===== config.mk =====
export PLATFORM = sky130hd
export DESIGN_NAME = pipeline_hazard_ctrl_flat
export DESIGN_NICKNAME = d
export VERILOG_FILES = /design/src/rtl/pipeline_hazard_ctrl_pkg.sv /design/src/rtl/pipeline_hazard_ctrl_if.sv /design/src/rtl/pipeline_hazard_ctrl.sv /design/src/flat_wrapper.sv
export SDC_FILE = /design/constraint.sdc
export NUM_CORES = 1
export LEC_CHECK = 0
export CORE_AREA = 2 2 48 67
export DETAILED_ROUTE_END_ITERATION = 7
export DIE_AREA = 0 0 50 69
export HOLD_SLACK_MARGIN = 0.05
export PLACE_DENSITY = 0.73
export SYNTH_ARGS = -nofsm -noshare
export SYNTH_HDL_FRONTEND = slang
export SYNTH_SLANG_ARGS = --single-unit

===== constraint.sdc =====
create_clock -name CLK -period 1.8 [get_ports CLK]
set_clock_uncertainty 0.05 [all_clocks]
set_input_delay 0.36 -clock CLK [delete_from_list [all_inputs] [get_ports CLK]]
set_output_delay 0.36 -clock CLK [all_outputs]
set_load 0.03 [all_outputs]

===== src/rtl/pipeline_hazard_ctrl_pkg.sv =====
// Shared types for the pipeline hazard controller: controller state encoding
// and the fixed latch indices the hazard rules refer to.
package pipeline_hazard_ctrl_pkg;

    typedef enum logic [1:0] {
        RUN   = 2'd0,
        DWAIT = 2'd1,
        HALT  = 2'd2
    } hazard_state_t;

    localparam int IF_ID = 0;
    localparam int ID_EX = 1;

endpackage


===== src/rtl/pipeline_hazard_ctrl_if.sv =====
// Bundle between the hazard controller and the datapath: hit/hazard inputs
// in, per-latch enable/flush, PC enable and status out.
interface pipeline_hazard_ctrl_if #(
    parameter int NLATCH = 4,
    parameter int CNT_W  = 16
) ();

    logic              ihit;
    logic              dhit;
    logic              dmem_req;
    logic              load_use;
    logic              branch_taken;
    logic              halt;
    logic [NLATCH-1:0] enable;
    logic [NLATCH-1:0] flush;
    logic              pc_en;
    logic              halted;
    logic              mem_timeout;
    logic [CNT_W-1:0]  stall_count;

    modport ctrl (
        input  ihit, dhit, dmem_req, load_use, branch_taken, halt,
        output enable, flush, pc_en, halted, mem_timeout, stall_count
    );

    modport dp (
        output ihit, dhit, dmem_req, load_use, branch_taken, halt,
        input  enable, flush, pc_en, halted, mem_timeout, stall_count
    );

endinterface


===== src/rtl/pipeline_hazard_ctrl.sv =====
// Hazard controller for an NLATCH-deep in-order pipeline: combinational
// enable/flush/pc_en from hits and hazards, plus RUN/DWAIT/HALT tracking,
// a saturating stall counter and a sticky data-memory watchdog.
module pipeline_hazard_ctrl
    import pipeline_hazard_ctrl_pkg::*;
#(
    parameter int          NLATCH  = 4,
    parameter int          MEM_IDX = 2,
    parameter int          BR_IDX  = 2,
    parameter int          CNT_W   = 16,
    parameter int unsigned TIMEOUT = 0
) (
    input  logic                 CLK,
    input  logic                 nRST,
    pipeline_hazard_ctrl_if.ctrl bus,
    output hazard_state_t        state_o
);

    localparam logic [CNT_W-1:0] CNT_MAX  = '1;
    localparam logic [31:0]      WAIT_MAX = TIMEOUT;

    hazard_state_t     state_q, state_d;
    logic [CNT_W-1:0]  stall_q, stall_d;
    logic [31:0]       wait_q, wait_d;
    logic              halted_q, halted_d;
    logic              timeout_q, timeout_d;
    logic [NLATCH-1:0] en_c, fl_c;
    logic              pc_c;
    logic              mem_stall;

    assign mem_stall = bus.dmem_req & ~bus.dhit;

    // Hazard priority: memory stall > memory done without fetch > fetch miss
    // > taken branch > load-use > normal advance.
    always_comb begin
        en_c    = '0;
        fl_c    = '0;
        pc_c    = 1'b0;
        state_d = state_q;
        if (!nRST) begin
            fl_c    = '1;
            state_d = RUN;
        end else if (state_q != HALT) begin
            if (mem_stall) begin
                for (int i = 0; i < NLATCH; i++) begin
                    en_c[i] = (i > MEM_IDX);
                end
                fl_c[MEM_IDX+1] = 1'b1;
            end else if (bus.dmem_req && !bus.ihit) begin
                en_c        = '1;
                fl_c[IF_ID] = 1'b1;
            end else if (!bus.ihit) begin
                en_c = '0;
            end else if (bus.branch_taken) begin
                en_c = '1;
                for (int i = 0; i < NLATCH; i++) begin
                    fl_c[i] = (i < BR_IDX);
                end
                pc_c = 1'b1;
            end else if (bus.load_use) begin
                en_c        = '1;
                en_c[IF_ID] = 1'b0;
                fl_c[ID_EX] = 1'b1;
            end else begin
                en_c = '1;
                pc_c = 1'b1;
            end

            // A halt seen during a memory stall waits for the access to finish.
            if (mem_stall) begin
                state_d = DWAIT;
            end else if (bus.halt) begin
                state_d = HALT;
            end else begin
                state_d = RUN;
            end
        end
    end

    always_comb begin
        stall_d   = stall_q;
        wait_d    = '0;
        halted_d  = halted_q | (state_d == HALT);
        timeout_d = timeout_q;
        if (state_q != HALT && !pc_c && stall_q != CNT_MAX) begin
            stall_d = stall_q + CNT_W'(1);
        end
        if (state_q != HALT && mem_stall) begin
            wait_d = (wait_q < WAIT_MAX) ? wait_q + 32'd1 : wait_q;
        end
        // The watchdog only flags; the pipeline keeps waiting for dhit.
        if (WAIT_MAX != 32'd0 && wait_d == WAIT_MAX) begin
            timeout_d = 1'b1;
        end
    end

    always_ff @(posedge CLK) begin
        if (!nRST) begin
            state_q   <= RUN;
            stall_q   <= '0;
            wait_q    <= '0;
            halted_q  <= 1'b0;
            timeout_q <= 1'b0;
        end else begin
            state_q   <= state_d;
            stall_q   <= stall_d;
            wait_q    <= wait_d;
            halted_q  <= halted_d;
            timeout_q <= timeout_d;
        end
    end

    assign bus.enable      = en_c;
    assign bus.flush       = fl_c;
    assign bus.pc_en       = pc_c;
    assign bus.halted      = halted_q;
    assign bus.mem_timeout = timeout_q;
    assign bus.stall_count = stall_q;
    assign state_o         = state_q;

endmodule


===== src/flat_wrapper.sv =====
// flat-port wrapper written by rule: the top's interface ports become plain ports
module pipeline_hazard_ctrl_flat import pipeline_hazard_ctrl_pkg::*;
#(
    parameter int          NLATCH  = 4,
    parameter int          MEM_IDX = 2,
    parameter int          BR_IDX  = 2,
    parameter int          CNT_W   = 16,
    parameter int unsigned TIMEOUT = 0
)
  (CLK, nRST, state_o, bus_ihit, bus_dhit, bus_dmem_req, bus_load_use, bus_branch_taken, bus_halt, bus_enable, bus_flush, bus_pc_en, bus_halted, bus_mem_timeout, bus_stall_count);
  pipeline_hazard_ctrl_if #(.NLATCH(NLATCH), .CNT_W(CNT_W)) bus_i ();
  input  logic CLK;
  input  logic nRST;
  output hazard_state_t state_o;
  input wire logic [$bits(bus_i.ihit)-1:0] bus_ihit;
  input wire logic [$bits(bus_i.dhit)-1:0] bus_dhit;
  input wire logic [$bits(bus_i.dmem_req)-1:0] bus_dmem_req;
  input wire logic [$bits(bus_i.load_use)-1:0] bus_load_use;
  input wire logic [$bits(bus_i.branch_taken)-1:0] bus_branch_taken;
  input wire logic [$bits(bus_i.halt)-1:0] bus_halt;
  output wire logic [$bits(bus_i.enable)-1:0] bus_enable;
  output wire logic [$bits(bus_i.flush)-1:0] bus_flush;
  output wire logic [$bits(bus_i.pc_en)-1:0] bus_pc_en;
  output wire logic [$bits(bus_i.halted)-1:0] bus_halted;
  output wire logic [$bits(bus_i.mem_timeout)-1:0] bus_mem_timeout;
  output wire logic [$bits(bus_i.stall_count)-1:0] bus_stall_count;
  assign bus_i.ihit = bus_ihit;
  assign bus_i.dhit = bus_dhit;
  assign bus_i.dmem_req = bus_dmem_req;
  assign bus_i.load_use = bus_load_use;
  assign bus_i.branch_taken = bus_branch_taken;
  assign bus_i.halt = bus_halt;
  assign bus_enable = bus_i.enable;
  assign bus_flush = bus_i.flush;
  assign bus_pc_en = bus_i.pc_en;
  assign bus_halted = bus_i.halted;
  assign bus_mem_timeout = bus_i.mem_timeout;
  assign bus_stall_count = bus_i.stall_count;
  pipeline_hazard_ctrl #(.NLATCH(NLATCH), .MEM_IDX(MEM_IDX), .BR_IDX(BR_IDX), .CNT_W(CNT_W), .TIMEOUT(TIMEOUT)) u_core (.CLK(CLK), .nRST(nRST), .bus(bus_i), .state_o(state_o));
endmodule

==> results.sh, run 1 <==
export IMPL_run_status="completed"
export IMPL_p_seq_frac=0.453
export IMPL_detailedRoute_firstIterationViolations=43
export IMPL_finish_net_count=188
export IMPL_f_max_mhz=557
export IMPL_cts_root_buffer="sky130_fd_sc_hd__clkbuf_8"
export IMPL_ys_warnings_count=0
export IMPL_most_common_layout_cells="sky130_fd_sc_hd__buf_4 (25), sky130_fd_sc_hd__dfxtp_1 (16), sky130_fd_sc_hd__nand2_1 (10), sky130_fd_sc_hd__dlygate4sd2_1 (9), sky130_fd_sc_hd__clkdlybuf4s50_1 (9)"
export IMPL_ys_types=36
export IMPL_grt_pass1_wl_um=4760
export IMPL_h_tree_lvl_count=1
export IMPL_drtAntennaViolNets=0
export IMPL_layout_cells_most_common="sky130_fd_sc_hd__buf_4"
export IMPL_min_delay_path_class="flip-flop to flip-flop"
export IMPL_cts_hold_buf=0
export IMPL_cp_max_fo=6
export IMPL_synthCells=130
export IMPL_synthesis_area_um2=1120
export IMPL_asyncSetResetFlopFracSynth=0
export IMPL_synth_seq_cells=19
export IMPL_route_detailed_vias_per_inst=5.66
export IMPL_worst_setup_hold_path_clk_slew_ns=0.07
export IMPL_grt_max_degree=22
export IMPL_synth_adder_area_share=0.0112
export IMPL_drv_max_cap_violation_count=0
export IMPL_synth_compound_area_share=0.177
export IMPL_instances_no_fill=215
export IMPL_clock_sinks=19
export IMPL_endpoint_kind="output port"
export IMPL_synth_flop_cell="sky130_fd_sc_hd__dfxtp_1"
export IMPL_synth_simple_area_share=0.352
export IMPL_grt_setup_unrepaired="yes"
export IMPL_combinational_family_with_the_most_area_after_synthesis="simple AND/OR/NAND/NOR gates"
export IMPL_multiplexer_fraction_of_the_synthesized_cell_area=0.0536
export IMPL_grt_overflow_total=0
export IMPL_synth_area_per_cell_um2=8.62
export IMPL_finalCriticalPeriod_ns=1.80
export IMPL_finalCritPeriodShare=0.997
export IMPL_antenna_violations_before_repair=0
export IMPL_cp_start_kind="flip-flop"
export IMPL_placedCellCount=209
export IMPL_p_sw_uw=287
export IMPL_port_buffer_count=35
export IMPL_via_count=1217
export IMPL_syn_to_final_growth_pct=46.1
export IMPL_finalHoldViolCount=0
export IMPL_synth_edff_count=0
export IMPL_routed_wirelength_um=3010
export IMPL_place_gp_congestion=0.780
export IMPL_pin_count=37
export IMPL_share_comb_of_total_power=0.241
export IMPL_die_w_um=50
export IMPL_detailed_place_hpwl_um=2250
export IMPL_pwr_density_cell_nw_per_um2=595
export IMPL_ctsLongestPathBuffers=2
export IMPL_clkPwrFrac=0.306
export IMPL_die_height_um=69
export IMPL_hold_worst_slack_ns=0.405
export IMPL_worst_ep_arrival_time_ns=1.39
export IMPL_layout_drive_gt1_share=0.281
export IMPL_worstPathRequired_ns=1.39
export IMPL_syn_num_nets=139
export IMPL_min_delay_path_depth=1
export IMPL_num_antenna_cells=0
export IMPL_num_rows=23
export IMPL_crit_type="flip-flop to output port"
export IMPL_xor_xnor_fraction_of_synth_area=0
export IMPL_post_drt_wl_per_cell_um=14.0
export IMPL_cts_tree="done"
export IMPL_initial_utilization=0.394
export IMPL_fp_coreArea_um2=2850
export IMPL_yosysSeqAreaShare=0.339
export IMPL_design_die_area_um2=3450
export IMPL_vdd_drop_max_uv=446
export IMPL_switching_share=0.295
export IMPL_setup_violations=0
export IMPL_drt_pass1_iterations=4
export IMPL_drc=0
export IMPL_grt_pass1_vias=1137
export IMPL_num_fill_cells=270
export IMPL_leakagePower_nw=0.741
export IMPL_cts_buffers=3
export IMPL_clock_insertion_delay_worst_skew_ns=0.26
export IMPL_grt_total_usage=0.171
export IMPL_reg2regPathDepth=6
export IMPL_power_report_internal_total_uw=687
export IMPL_maxSlewViolCount=0
-- worst paths after layout --
path	slack (ns)	to	startpoint
worst max-delay path	0.005	bus_pc_en	u_core.state_o[0]$_SDFF_PN0_
worst max register to register	0.05	u_core.bus.stall_count[12]$_SDFFE_PN0P_	u_core.bus.stall_count[0]$_SDFFE_PN0P_
worst min register to register	0.41	u_core.bus.halted$_SDFF_PN0_	u_core.bus.halted$_SDFF_PN0_
worst min-delay path	0.41	u_core.bus.halted$_SDFF_PN0_	u_core.bus.halted$_SDFF_PN0_
-- layout make-up --
class	instances	area, um^2	area share
well taps	37	46.3	0.0283
multi-input cells	99	692	0.422
inverters	3	11.3	0.00688
flip-flops and latches	19	384	0.235
clock buffers	3	41.3	0.0252
clock inverters	1	5.00	0.00306
repair buffers	53	458	0.280
-- per-stage QoR --
step	area (um^2)	setup slack, ns	setup TNS (ns)	utilization	total power [mW]
2_1_floorplan	1130	-0.154	-0.433	-	0.590
4_1_cts	1610	0.00603	0	0.563	0.977
3_5_place_dp	1560	-0.350	-5.15	0.549	0.688
3_3_place_gp	1560	-0.288	-4.16	0.549	0.680
6_report	1640	0.00480	0	0.575	0.974
5_1_grt	1640	-0.0476	-0.0476	0.575	1.01
-- cells by family after synthesis --
group	Yosys count
simple gates	60
buf+inv	12
flops	19
other cells	1
compound gates	31
mux	6
fa+ha+maj	1
-- per-layer routing --
metal  GRT usage  wire length [um]  up-vias
li1            -                 -      588
met1       0.178              1110      579
met2       0.323              1690       44
met3      0.0260               178        6
met4      0.0710                38        0
met5           0                 0        -
-- synth_stat cells, types with 2 or more instances --
master / instances / share of area
sky130_fd_sc_hd__a21oi_1: 10 / 0.045
sky130_fd_sc_hd__buf_2: 3 / 0.013
sky130_fd_sc_hd__nor4_1: 7 / 0.039
sky130_fd_sc_hd__nor2_1: 4 / 0.013
sky130_fd_sc_hd__mux2i_1: 6 / 0.054
sky130_fd_sc_hd__buf_6: 2 / 0.020
sky130_fd_sc_hd__o21ai_0: 7 / 0.031
sky130_fd_sc_hd__nand2_1: 10 / 0.033
sky130_fd_sc_hd__dfxtp_1: 19 / 0.34
sky130_fd_sc_hd__o31ai_1: 6 / 0.040
sky130_fd_sc_hd__and4_1: 3 / 0.023
sky130_fd_sc_hd__or4_1: 7 / 0.047
sky130_fd_sc_hd__buf_4: 2 / 0.013
sky130_fd_sc_hd__nand3_1: 6 / 0.027
sky130_fd_sc_hd__o31a_1: 2 / 0.016
sky130_fd_sc_hd__inv_1: 3 / 0.010
sky130_fd_sc_hd__clkbuf_1: 2 / 0.0067
sky130_fd_sc_hd__o21a_1: 2 / 0.013
sky130_fd_sc_hd__nand2b_1: 7 / 0.039
sky130_fd_sc_hd__nand4_1: 6 / 0.033
-- state kept, by name, indices dropped and copies added, names as in the netlist --
register	flops
u_core.bus.halted	1
u_core.bus.stall_count	16
u_core.state_o	2
-- timing repair --
action | 4_1_cts | 5_1_grt
pin swaps | 4 | 1
cloned | 0 | 1
endpoints found under the setup margin | 19 | 12
gates resized for setup | 21 | 12
setup buffers | 1 | 0
-- power groups by stage --
| stage | Clock [mW] | Sequential (mW) | Combinational, mW |
|---|---|---|---|
| 2_1_floorplan | 0 | 0.476 | 0.114 |
| 3_3_place_gp | 0 | 0.450 | 0.231 |
| 3_5_place_dp | 0 | 0.451 | 0.238 |
| 4_1_cts | 0.301 | 0.441 | 0.235 |
| 5_1_grt | 0.319 | 0.443 | 0.252 |
| 6_report | 0.298 | 0.441 | 0.235 |
-- worst max-delay path, cell delays in order, from the launching register on --
cell                      delay (ns)
sky130_fd_sc_hd__dfxtp_2        0.34
sky130_fd_sc_hd__and2b_2        0.26
sky130_fd_sc_hd__nor4_4         0.29
sky130_fd_sc_hd__buf_4          0.24
Note: power is estimated with default switching activity, not from simulation.
==> run 2, diff against run 1 <==
Settings changed: HOLD_SLACK_MARGIN 0.05 to 0.06.
==> results of run 2 <==
No change in the layout: final DEF, timing and power equal those of run 1.
